===== config.mk =====
export PLATFORM = sky130hd
export DESIGN_NAME = fuzz_vector_sequencer
export DESIGN_NICKNAME = d
export VERILOG_FILES = /design/src/rtl/fuzz_vector_sequencer.sv
export SDC_FILE = /design/constraint.sdc
export NUM_CORES = 1
export LEC_CHECK = 0
export ABC_AREA = 1
export CELL_PAD_IN_SITES_DETAIL_PLACEMENT = 1
export CELL_PAD_IN_SITES_GLOBAL_PLACEMENT = 2
export CORE_ASPECT_RATIO = 0.75
export CORE_MARGIN = 2
export CORE_UTILIZATION = 27
export CTS_CLUSTER_DIAMETER = 80
export DETAILED_ROUTE_END_ITERATION = 6
export GPL_ROUTABILITY_DRIVEN = 0
export PLACE_DENSITY = 0.95
export SLEW_MARGIN = 10
export SYNTH_ARGS = -nofsm -noshare
export SYNTH_HDL_FRONTEND = slang
export SYNTH_SLANG_ARGS = --single-unit

===== constraint.sdc =====
create_clock -name clk -period 5.4 [get_ports clk]
set_input_delay 1.08 -clock clk [delete_from_list [all_inputs] [get_ports clk]]
set_output_delay 1.08 -clock clk [all_outputs]
set_load 0.05 [all_outputs]

===== src/rtl/fuzz_vector_sequencer.sv =====
// fuzz_vector_sequencer
// Drives LFSR-generated stimulus vectors into a device under test, waits a
// programmable number of settle cycles, then folds the response into a MISR
// signature. Two netlists fed by identically configured sequencers produce
// identical signatures, which makes this usable for equivalence/bug hunting.
//
// Optional feature: define FUZZ_SEQ_COMPARE_EN to add an expected_sig input
// and a registered mismatch output, evaluated when a run completes.

module fuzz_vector_sequencer #(
  parameter int                STIM_W    = 52,
  parameter int                Y_W       = 241,
  parameter int                SIG_W     = 32,
  parameter logic [63:0]       LFSR_POLY = 64'h000000000000001B,
  parameter logic [SIG_W-1:0]  MISR_POLY = 32'h04C11DB7,
  parameter logic [SIG_W-1:0]  SIG_INIT  = 32'hFFFFFFFF
) (
  input  logic              clk,
  input  logic              rst_n,
  input  logic              start,
  input  logic              abort,
  input  logic [63:0]       seed,
  input  logic [15:0]       num_vectors,
  input  logic [3:0]        settle_cycles,
  input  logic [Y_W-1:0]    dut_y,
`ifdef FUZZ_SEQ_COMPARE_EN
  input  logic [SIG_W-1:0]  expected_sig,
  output logic              mismatch,
`endif
  output logic [STIM_W-1:0] stim_vec,
  output logic              stim_valid,
  output logic              busy,
  output logic              done,
  output logic [SIG_W-1:0]  signature,
  output logic [15:0]       vec_count
);

  typedef enum logic [2:0] {
    IDLE    = 3'd0,
    LOAD    = 3'd1,
    SETTLE  = 3'd2,
    CAPTURE = 3'd3,
    DONE    = 3'd4
  } state_t;

  // The response is split into SIG_W-bit slices; the last one is zero-padded.
  localparam int NUM_SLICES = (Y_W + SIG_W - 1) / SIG_W;
  localparam int PAD_W      = NUM_SLICES * SIG_W;

  state_t              state_reg, state_next;
  logic [63:0]         lfsr_reg;
  logic [STIM_W-1:0]   stim_vec_reg;
  logic [SIG_W-1:0]    sig_reg;
  logic [15:0]         vec_count_reg;
  logic [15:0]         num_lat_reg;
  logic [3:0]          settle_lat_reg;
  logic [3:0]          settle_cnt_reg;

  logic                start_go;
  logic [15:0]         vec_count_inc;
  logic [63:0]         lfsr_step;
  logic [SIG_W-1:0]    sig_step;
  logic [PAD_W-1:0]    y_pad;
  logic [SIG_W-1:0]    y_slice [NUM_SLICES];
  logic [SIG_W-1:0]    fold;

  // A start is only taken in IDLE, and a simultaneous abort suppresses it.
  assign start_go      = (state_reg == IDLE) && start && !abort;
  assign vec_count_inc = vec_count_reg + 16'd1;

  // Galois LFSR: shift left, fold the taps back in when the MSB falls out.
  assign lfsr_step = {lfsr_reg[62:0], 1'b0} ^ (lfsr_reg[63] ? LFSR_POLY : 64'h0);

  assign y_pad = PAD_W'(dut_y);

  generate
    for (genvar gi = 0; gi < NUM_SLICES; gi++) begin : g_slice
      assign y_slice[gi] = y_pad[gi*SIG_W +: SIG_W];
    end
  endgenerate

  // XOR-compact all response slices into one signature-wide word.
  always_comb begin
    fold = '0;
    for (int i = 0; i < NUM_SLICES; i++) begin
      fold = fold ^ y_slice[i];
    end
  end

  assign sig_step = {sig_reg[SIG_W-2:0], 1'b0}
                  ^ (sig_reg[SIG_W-1] ? MISR_POLY : '0)
                  ^ fold;

  // State register.
  always_ff @(posedge clk or negedge rst_n) begin
    if (!rst_n) begin
      state_reg <= IDLE;
    end else begin
      state_reg <= state_next;
    end
  end

  // Next-state logic; abort returns to IDLE from every active state.
  always_comb begin
    state_next = state_reg;
    case (state_reg)
      IDLE: begin
        if (start_go) begin
          state_next = (num_vectors == 16'd0) ? DONE : LOAD;
        end
      end
      LOAD: begin
        if (abort) begin
          state_next = IDLE;
        end else begin
          state_next = (settle_lat_reg != 4'd0) ? SETTLE : CAPTURE;
        end
      end
      SETTLE: begin
        if (abort) begin
          state_next = IDLE;
        end else if (settle_cnt_reg == 4'd1) begin
          state_next = CAPTURE;
        end
      end
      CAPTURE: begin
        if (abort) begin
          state_next = IDLE;
        end else begin
          state_next = (vec_count_inc == num_lat_reg) ? DONE : LOAD;
        end
      end
      DONE: begin
        state_next = IDLE;
      end
      default: begin
        state_next = IDLE;
      end
    endcase
  end

  // Outputs decoded from the registered state.
  always_comb begin
    busy       = (state_reg != IDLE);
    stim_valid = (state_reg == SETTLE) || (state_reg == CAPTURE);
    done       = (state_reg == DONE);
  end

  // Datapath: run configuration latch, LFSR, stimulus, settle timer, MISR.
  // An aborted cycle leaves every value as it was.
  always_ff @(posedge clk or negedge rst_n) begin
    if (!rst_n) begin
      lfsr_reg       <= 64'h1;
      stim_vec_reg   <= '0;
      sig_reg        <= SIG_INIT;
      vec_count_reg  <= 16'd0;
      num_lat_reg    <= 16'd0;
      settle_lat_reg <= 4'd0;
      settle_cnt_reg <= 4'd0;
    end else begin
      case (state_reg)
        IDLE: begin
          if (start_go) begin
            num_lat_reg    <= num_vectors;
            settle_lat_reg <= settle_cycles;
            lfsr_reg       <= (seed == 64'h0) ? 64'h1 : seed;
            sig_reg        <= SIG_INIT;
            vec_count_reg  <= 16'd0;
          end
        end
        LOAD: begin
          if (!abort) begin
            stim_vec_reg   <= lfsr_reg[STIM_W-1:0];
            lfsr_reg       <= lfsr_step;
            settle_cnt_reg <= settle_lat_reg;
          end
        end
        SETTLE: begin
          if (!abort) begin
            settle_cnt_reg <= settle_cnt_reg - 4'd1;
          end
        end
        CAPTURE: begin
          if (!abort) begin
            sig_reg       <= sig_step;
            vec_count_reg <= vec_count_inc;
          end
        end
        default: begin
        end
      endcase
    end
  end

`ifdef FUZZ_SEQ_COMPARE_EN
  logic mismatch_reg;

  // Compare result is taken at completion and cleared when a new run starts.
  always_ff @(posedge clk or negedge rst_n) begin
    if (!rst_n) begin
      mismatch_reg <= 1'b0;
    end else if (start_go) begin
      mismatch_reg <= 1'b0;
    end else if (state_reg == DONE) begin
      mismatch_reg <= (sig_reg != expected_sig);
    end
  end

  assign mismatch = mismatch_reg;
`endif

  assign stim_vec  = stim_vec_reg;
  assign signature = sig_reg;
  assign vec_count = vec_count_reg;

endmodule


-- Word level (Yosys, flattened, before mapping)
Cells that the tools add are included.
- $add $sub $neg: 2
- equal/unequal tests: 11
- bitwise operators: 11
- reduce and logical (&&, ||, !) cells: 18
- mux-type cells: 24
- operators by type and width (kind ; number):
    $xor A32 B32 Y32 ; 7
    $mux W64 ; 3
    $pmux W64 S2 ; 1
    $logic_not A64 Y1 ; 1
    $mux W32 ; 2
    $pmux W32 S2 ; 1
    $xor A64 B5 Y64 ; 1
    $mux W16 ; 2
    $pmux W16 S2 ; 1
    $xor A32 B17 Y32 ; 1
    $xor A32 B27 Y32 ; 1
    $mux W27 ; 1
    $mux W3 ; 6
    $add A16 B1 Y16 const B ; 1
    $eq A16 B16 Y1 ; 1
    $logic_not A16 Y1 ; 1
    $pmux W3 S4 ; 1
    $reduce_and A3 Y1 ; 3
    $mux W4 ; 2
    $ne A2 B2 Y1 const B ; 4
    $pmux W4 S2 ; 1
    $eq A3 B2 Y1 const B ; 2
    $reduce_and A2 Y1 ; 3
    $reduce_bool A2 Y1 ; 3
    other kinds (15) ; 16
- register bits: 191
- output and inout port bits: 103
- logic and storage cells: 74

-- Depth between registers and ports, before layout
Gate-level depths: netlist (run 1).
- depth after elaboration: 10
- gate-level depth with buffers: 14
- gate-level depth less buffers: 14

-- Worst setup path before layout (run 1)
OpenSTA, ideal clock, no wires.
- path kind: reg-to-output
- start point: register state_reg[0]
- end point: output done
- arrival: 1.486 ns
- cell stages (with the launch flop): 2
- slack: 2.834 ns
- path buffers: 0
- path through: dfrtp_1 nor3_1
- cells in the longest elaborated chain, start to end: 1
- RTL lines (element ; line ; text):
    start: declaration ; 50 ; state_t state_reg, state_next;
    start signal: assignment ; 99 ; state_reg <= state_next;
    $eq A3 B3 Y1 ; 146 ; done = (state_reg == DONE);
    end: declaration ; 33 ; output logic done,
No other way between the ends.

-- Worst setup path after layout (run 1)
- start point: register sig_reg[31] (netlist: signature[31])
- end point: output signature[31]
- RTL lines (element ; line ; text):
    start: declaration ; 53 ; logic [SIG_W-1:0] sig_reg;
    start signal: assignment ; 185 ; sig_reg <= sig_step;
    end: declaration ; 34 ; output logic [SIG_W-1:0] signature,
No word-level cell between the ends.

==> results of run 1 <==
[report_power, final]
group	internal (mW)	total [mW]	switching, mW
logic	1.57	4.25	2.68
registers	2.14	2.62	0.474
clock network	0.662	1.32	0.658
[path summary, 6_finish.rpt]
check | start | end | slack, ps | cells past startpoint
setup / recovery | signature[31] | signature[31] | 2030 | 1
hold / removal | stim_vec[32] | stim_vec[32] | 490 | 2
setup reg to reg | state_reg[2] | lfsr_reg[39] | 2320 | 8
hold reg to reg | stim_vec[32] | stim_vec[32] | 490 | 2
max in group asynchronous | rst_n | lfsr_reg[11] | 3600 | 2
min in group asynchronous | rst_n | settle_cnt_reg[1] | 650 | 1
[cell usage in the layout, fill, tap and decap left out, types with 2 or more instances in the layout]
master / Yosys / layout
nor2_1: 102 / 102
xnor2_1: 182 / 182
nor4_1: 13 / 13
o211ai_1: 4 / 4
dfstp_2: 33 / 33
clkinv_4: 0 / 4
dfrtp_1: 158 / 158
mux2_2: 4 / 4
nand3_1: 54 / 53
o22ai_1: 33 / 33
nand3b_1: 7 / 7
xor2_1: 63 / 63
o21ai_0: 156 / 156
a21oi_1: 18 / 18
nand4_1: 10 / 10
nand2_1: 236 / 233
clkinv_8: 0 / 2
nor3_1: 5 / 5
nand2_2: 4 / 5
clkbuf_16: 0 / 17
inv_6: 0 / 2
clkdlybuf4s50_1: 0 / 430
ha_1: 3 / 3
nor2_4: 3 / 3
or2_2: 11 / 11
a31oi_1: 25 / 25
buf_4: 1 / 7
clkinvlp_4: 0 / 2
inv_1: 153 / 153
inv_8: 0 / 4
nand2_4: 0 / 2
[routing by layer]
layer,GRT usage [%],part of all wire (%),routed length (um)
met1,25.0,45,18300
met2,32.8,49,20000
met3,4.70,5.1,2090
met4,4.13,1.3,532
met5,0,0,0
[kinds of logic (layout without fill, tap and decap cells)]
group | Yosys count | after routing
buffers and inverters | 207 | 625
and+or+nand+nor | 448 | 448
adders and majority gates | 3 | 3
xor gates and xnor gates | 245 | 245
DFF | 191 | 191
AOI/OAI and AO/OA | 243 | 243
muxes | 4 | 4
[area by class of cell]
class / instances / area, um^2
flip-flops and latches: 191 / 4820
repair buffers: 439 / 4390
clock inverters: 15 / 175
fillers: 4782 / 24100
inverters: 154 / 578
multi-input cells: 943 / 5480
well taps: 528 / 661
clock buffers: 17 / 425
==> metrics.txt, run 1 <==
DRC viols 0; CP max FO 16; cell area after layout about 17000 um^2; placed cell area between 15000 and 20000 um^2; residual antenna-violating net count after detailed routing 0; Final Hold Violating Endpoints 0; Slew Limit Fails 0; data arrival time at the worst-slack endpoint between 2000 and 2500 ps; pre-CTS setup slack ~2100 ps; count of inserted antenna diode cells 0; Min Clock Period, post-route 3370 ps; Cell Area, Synth approximately 11000 um^2; area share of and/or/nand/nor cells after synthesis between 15 and 20%; Syn Inst Count 1341; CP startpoint kind flip-flop; Post-Synthesis Net Count roughly 1700; Area Growth Syn to Fin 49.2%; Most used DFF post-synth dfrtp_1; maximum level of the CTS H-tree 4; Overflow after GRT 0; via count of the first global-routing pass roughly 12000; final-stage net count 2078; Post-CTS Hold Fix Bufs 0; IO Count between 400 and 500; root buf cell clkbuf_16; type of the most critical hold path reg -> reg; total of max-cap violations 0; flip-flop count of the largest register, all copies and words added 64; Placed Cells incl. Taps ~2300; Leakage 6.76 nW; maximum VDD drop between 0.2 and 0.3 mV; TritonCTS clock tree done; Commonest cells post-synth 236 x nand2_1, 182 x xnor2_1, 158 x dfrtp_1; pwr dens 495 nW/um^2; Pwr Total roughly 8.2 mW; largest incremental delay on the critical path roughly 940 ps; width of the chip about 240 um; CTS Sinks 191; Fin Setup TNS 0 ps; ranking of synthesized cells by area dfrtp_1 36%, xnor2_1 14%, nand2_1 8.0%; buffers added on ports 431; result of the run completed; dominant combinational cell family by area after synthesis XOR/XNOR gates; Final setup viols 0; async set or reset register ratio after synthesis 100%; synthesized-area fraction occupied by xor and xnor cells between 10% and 20%; number of post-CTS setup repair buffers 0; syn_area_per_cell around 8.3 um^2; crit path capture type output port; clock buffer depth 2; total routing usage reported by global routing between 10% and 20%; post-detailed-route via-to-cell ratio ~4.6; vias around 11000; Yosys reg bits about 190; Netlist cell types 37; actual transition at the worst max-transition pin around 920 ps; num rows 64; maximum number of pins on one net before global-route repair ~120; die outline height roughly 180 um; sequential element share of the synthesized area roughly 44%; remaining max-slew budget at the tightest pin between 30 and 40%; violation count after the first detailed-routing iteration roughly 560; Clock Latency Late Sink roughly 460 ps; final worst slack roughly 2000 ps; post-layout instance count excluding filler cells 2287; initial antenna violation count 0; end-of-flow core utilization roughly two fifths; synthesized-area fraction occupied by ao, oa, aoi and oai cells 11.9%; most frequent cell after synthesis nand2_1; number of enable-type register cells in the synthesized netlist 0; Crit Path Class reg -> out; Worst EP required roughly 4300 ps; adder and majority gate portion of the synthesized area less than 1%; wire length of the first global-routing pass ~65000 um; length of the first detailed-routing pass in iterations 5; Max Clock Freq ~300 MHz; Yosys top cell area share between 30% and 40%; total wire length 40900 um; layout cells sized above 1 a little under 6%; DIE AREA 42700 um^2; largest area contributor in the synthesized netlist dfrtp_1; Warnings, synthesis 0; critical-path cell list clkdlybuf4s50_1; CP max stage cell clkdlybuf4s50_1; Buf/Inv on CP 1; post-DP HPWL ~32000 um; Resized Gates After CTS 0; total core area roughly 41000 um^2; Hold Slack 491 ps; clock skew 13.5 ps; clock buffers created by TritonCTS 17; effective utilization at floorplan 27.3%; cell family with the largest share of critical-path delay buffers and inverters; average wire length per cell after detail routing around 18 um; final worst path period share 62.4%; setup repair after global routing missed its margin no; share of synthesized area spent on multiplexers less than 1%; clock-pin slew reported for the worst setup and hold paths after clock tree synthesis 80 ps
(Power assumes the default switching activity.)
==> run 2, diff against run 1 <==
- CORE_UTILIZATION: 27 -> 25
- PLACE_DENSITY: 0.95 -> 0.94
- clock period: 5.4 -> 3.3 ns (I/O delays scaled with it)
==> metrics.txt, run 2 (synthesis gave the netlist of run 1 again) <==
result of the run completed; layout cells sized above 1 6.12%; wire length of the first global-routing pass roughly 65000 um; Max Clock Freq 377 MHz; Leakage between 6 and 7 nW; Resized Gates After CTS 0; initial antenna violation count 0; top library cells by usage in the layout, fill and taps aside 430 x clkdlybuf4s50_1, 233 x nand2_1, 182 x xnor2_1; final-stage net count roughly 2100; final worst slack 650 ps; num rows 66; data arrival time at the worst-slack endpoint between 1500 and 2000 ps; total of max-cap violations 0; die outline height roughly 190 um; number of post-CTS setup repair buffers 0; buffers added on ports between 400 and 500; Worst EP required 2640 ps; Area Growth Syn to Fin 50.6%; residual antenna-violating net count after detailed routing 0; CP max stage cell clkdlybuf4s50_1; flip-flop count of the largest register, all copies and words added between 60 and 70; leading cell type in the layout, fill and taps excluded clkdlybuf4s50_1; setup repair after global routing missed its margin no; length of the first detailed-routing pass in iterations 5; via count of the first global-routing pass about 12000; maximum level of the CTS H-tree 4; clock buffer depth 2; DIE AREA about 46000 um^2; Post-CTS Hold Fix Bufs 0; Min Clock Period, post-route about 2600 ps; count of inserted antenna diode cells 0; total wire length between 40000 and 50000 um; average wire length per cell after detail routing between 15 and 20 um; pwr dens just over 800 nW/um^2; CTS Sinks between 150 and 200; violation count after the first detailed-routing iteration roughly 420; Crit Path Class reg -> out; pre-CTS setup slack 619 ps; total of fill cells in the finished design between 5000 and 6000; post-DP HPWL ~33000 um; final worst path period share about four fifths; Slew Limit Fails 0; IO Count approximately 430; TritonCTS clock tree done; root buf cell clkbuf_16; type of the most critical hold path in -> async; largest incremental delay on the critical path about 860 ps; placed cell area 16100 um^2; Clock Latency Late Sink 450 ps; maximum VDD drop 0.460 mV; clock-pin slew reported for the worst setup and hold paths after clock tree synthesis approximately 80 ps; remaining max-slew budget at the tightest pin a little over two fifths; Final Hold Violating Endpoints 0; effective utilization at floorplan 25.5%; total routing usage reported by global routing a little under a fifth; Overflow after GRT 0; clock buffers created by TritonCTS 17; critical-path cell list nor2_1, clkdlybuf4s50_1; cell area after layout around 17000 um^2; crit path capture type output port; post-detailed-route via-to-cell ratio 4.51; width of the chip between 200 and 250 um; total core area 43500 um^2; actual transition at the worst max-transition pin a little under 900 ps; CP startpoint kind flip-flop; Final setup viols 0; Fin Setup TNS 0 ps; CP max FO 4; maximum number of pins on one net before global-route repair between 100 and 150; clock skew ~17 ps; DRC viols 0; vias around 11000
-- run 2: changes by cell type in the layout (fill, tap and decap cells not counted) --
cell and change:
clkinv_8 -2, clkbuf_1 +1, clkinvlp_4 +1, inv_6 +2, bufinv_16 +1, clkbuf_8 +1
inv_8 -2, clkinv_2 +2, buf_4 +1, buf_12 +5, clkinv_4 -4
-- run 2: cell type report --
class	instances	area, um^2	area share, %
Clock inverter	13	150	0.899
Inverter	154	578	3.46
Tap cell	578	723	4.33
Timing Repair Buffer	445	4500	26.9
Sequential cell	191	4820	28.9
Clock buffer	19	443	2.65
Multi-Input combinational cell	943	5480	32.8
-- run 2: power breakdown --
part / total [mW] / internal [mW] / switching (mW)
Clock: 2.18 / 1.16 / 1.02
Sequential: 4.22 / 3.51 / 0.710
Combinational: 7.10 / 2.63 / 4.48
Total: 13.5 / 7.29 / 6.21
-- run 2: worst paths after layout --
kind | start | endpoint | slack [ps] | cells after the start
max | state_reg[2] | stim_valid | 650 | 2
min | rst_n | stim_vec[7] | 220 | 1
max reg2reg | vec_count[0] | state_reg[2] | 1040 | 11
min reg2reg | stim_vec[13] | stim_vec[13] | 490 | 2
max in group asynchronous | rst_n | signature[8] | 2250 | 2
min in group clk | stim_vec[13] | stim_vec[13] | 490 | 2
-- run 2: per-stage QoR --
step                util (%)  power, mW  cells  hold WS (ps)
floorplan                  -       8.73   1341           364
global placement        37.0       11.2   2311           467
detailed placement      37.0       11.4   2311           475
CTS                     38.4       13.7   2343           227
global route            38.4       14.5   2343           240
finish                  38.4       13.5   2343           221
-- run 2: critical path: cells and delay by family, from the launching register on --
| kind | cells | cell delay, ps |
|---|---|---|
| buffers and inverters | 1 | 860 |
| DFF | 1 | 420 |
| and+or+nand+nor | 1 | 260 |
-- run 2: routing by layer --
metal | GRT usage [%] | vias up | routed length, um
met1 | 23.9 | 5195 | 18300
met4 | 3.64 | 0 | 447
met3 | 4.08 | 34 | 2230
met2 | 30.5 | 219 | 20100
met5 | 0 | - | 0
li1 | - | 5110 | -
==> run 3, diff against run 2 <==
- clock period: 3.3 -> 2.5 ns (I/O delays scaled with it)
==> metrics.txt, run 3 (synthesis gave the netlist of run 1 again) <==
length of the first detailed-routing pass in iterations 5; final worst path period share around 96%; DIE AREA around 46000 um^2; end-of-flow core utilization about two fifths; wire length of the first global-routing pass ~66000 um; width of the chip about 250 um; type of the most critical hold path in -> async; maximum number of pins on one net before global-route repair 84; crit path capture type output port; setup slack of the most critical reg-to-reg path around 400 ps; pre-CTS setup slack around 200 ps; via count of the first global-routing pass ~12000; total routing usage reported by global routing 18.3%; remaining max-slew budget at the tightest pin 54.4%; num rows 66; effective utilization at floorplan between 20% and 30%; CP max FO 4; pwr dens 1070 nW/um^2; FF-to-FF End state_reg[2]; data arrival time at the worst-slack endpoint 1900 ps; top library cells by usage in the layout, fill and taps aside 424 x clkdlybuf4s50_1, 233 x nand2_1, 182 x xnor2_1; total of fill cells in the finished design between 5000 and 6000; violation count after the first detailed-routing iteration ~480; average wire length per cell after detail routing 17.6 um; result of the run completed; Crit Path Class reg -> out; Pwr Total roughly 18 mW; number of cell instances on the worst register-to-register path 11; residual antenna-violating net count after detailed routing 0; Max Clock Freq 417 MHz; maximum level of the CTS H-tree 4; Leakage roughly 6.9 nW; Hold Slack around 28 ps; clock-pin slew reported for the worst setup and hold paths after clock tree synthesis roughly 70 ps; IO Count around 430; setup repair after global routing missed its margin no; final-stage net count 2095; clock skew ~13 ps; total wire length around 42000 um; post-DP HPWL about 33000 um; TritonCTS clock tree done; Slew Limit Fails 0; DRC viols 0; placed cell area about 16000 um^2; flip-flop count of the largest register, all copies and words added 64; Final Hold Violating Endpoints 0; vias roughly 11000; clock buffers created by TritonCTS 17; total of max-cap violations 0; clock buffer depth 2; leading cell type in the layout, fill and taps excluded clkdlybuf4s50_1; Overflow after GRT 0; cell area after layout 16800 um^2; post-layout instance count excluding filler cells roughly 2400; Fin Setup TNS 0 ps; die outline height roughly 190 um; CTS Sinks roughly 190; Clock Latency Late Sink around 450 ps; post-detailed-route via-to-cell ratio about 4.5; Worst EP required 2000 ps; Area Growth Syn to Fin 51.4%; actual transition at the worst max-transition pin between 600 and 700 ps; buffers added on ports 431; layout cells sized above 1 about 6.8%; Min Clock Period, post-route 2400 ps; total core area 43500 um^2; final worst slack about 100 ps; maximum VDD drop 0.510 mV; initial antenna violation count 3; Placed Cells incl. Taps between 2000 and 2500; worst flop-to-flop path startpoint vec_count[0]; CP startpoint kind flip-flop; root buf cell clkbuf_16; Final setup viols 0
-- run 3: changes by cell type in the layout (fill, tap and decap cells not counted), sizes merged --
| cell | change |
|---|---|
| buf | +15 |
| clkdlybuf4s50 | -6 |
| inv | -4 |
| clkbuf | +3 |
| diode | +3 |
| clkinv | +2 |
| clkinvlp | -2 |
| dlymetal6s2s | +2 |
| bufinv | +1 |
-- run 3: worst max path at each step --
stage	slack, ps	cells after the start	to	from
after floorplan	180	6	vec_count[10]	state_reg[2]
after global placement	210	8	signature[16]	dut_y[80]
after detailed placement	200	8	signature[16]	dut_y[80]
after CTS	9	2	stim_valid	state_reg[2]
after global routing	40	1	signature[26]	signature[26]
final	100	3	busy	state_reg[0]
-- run 3: cell type report --
type,instances,area [um^2],area share (%)
clock buffer,22,464,2.77
multi-input combinational,943,5480,32.7
sequential,191,4820,28.7
tap,578,723,4.31
clock inverter,10,138,0.821
inverter,154,578,3.45
antenna,3,7.51,0.0448
timing repair buffer,456,4560,27.2
-- run 3: routing by layer --
metal | global-route usage (%) | vias to the layer above | routed length, um
met5 | 0 | - | 0
li1 | - | 5145 | -
met3 | 3.80 | 45 | 1790
met2 | 30.4 | 196 | 20000
met4 | 5.44 | 0 | 884
met1 | 23.9 | 5269 | 18900
-- run 3: repair_timing --
| action | in CTS | in global routing |
|---|---|---|
| setup buffers | 0 | 0 |
| gates resized for setup | 0 | 2 |
| endpoints found under the setup margin | 0 | 2 |
| hold buffers | 0 | 0 |
-- run 3: critical path, stage by stage (launching register included) --
cell and delay [ps]:
dfrtp_1 430, inv_1 80, nand2_1 120, clkdlybuf4s50_1 820
-- run 3: power breakdown --
part	leakage, nW	internal [mW]	switching, mW
Combinational	4.31	3.49	5.86
Sequential	2.29	4.63	0.991
Clock	0.296	1.63	1.27
Total	6.90	9.75	8.13
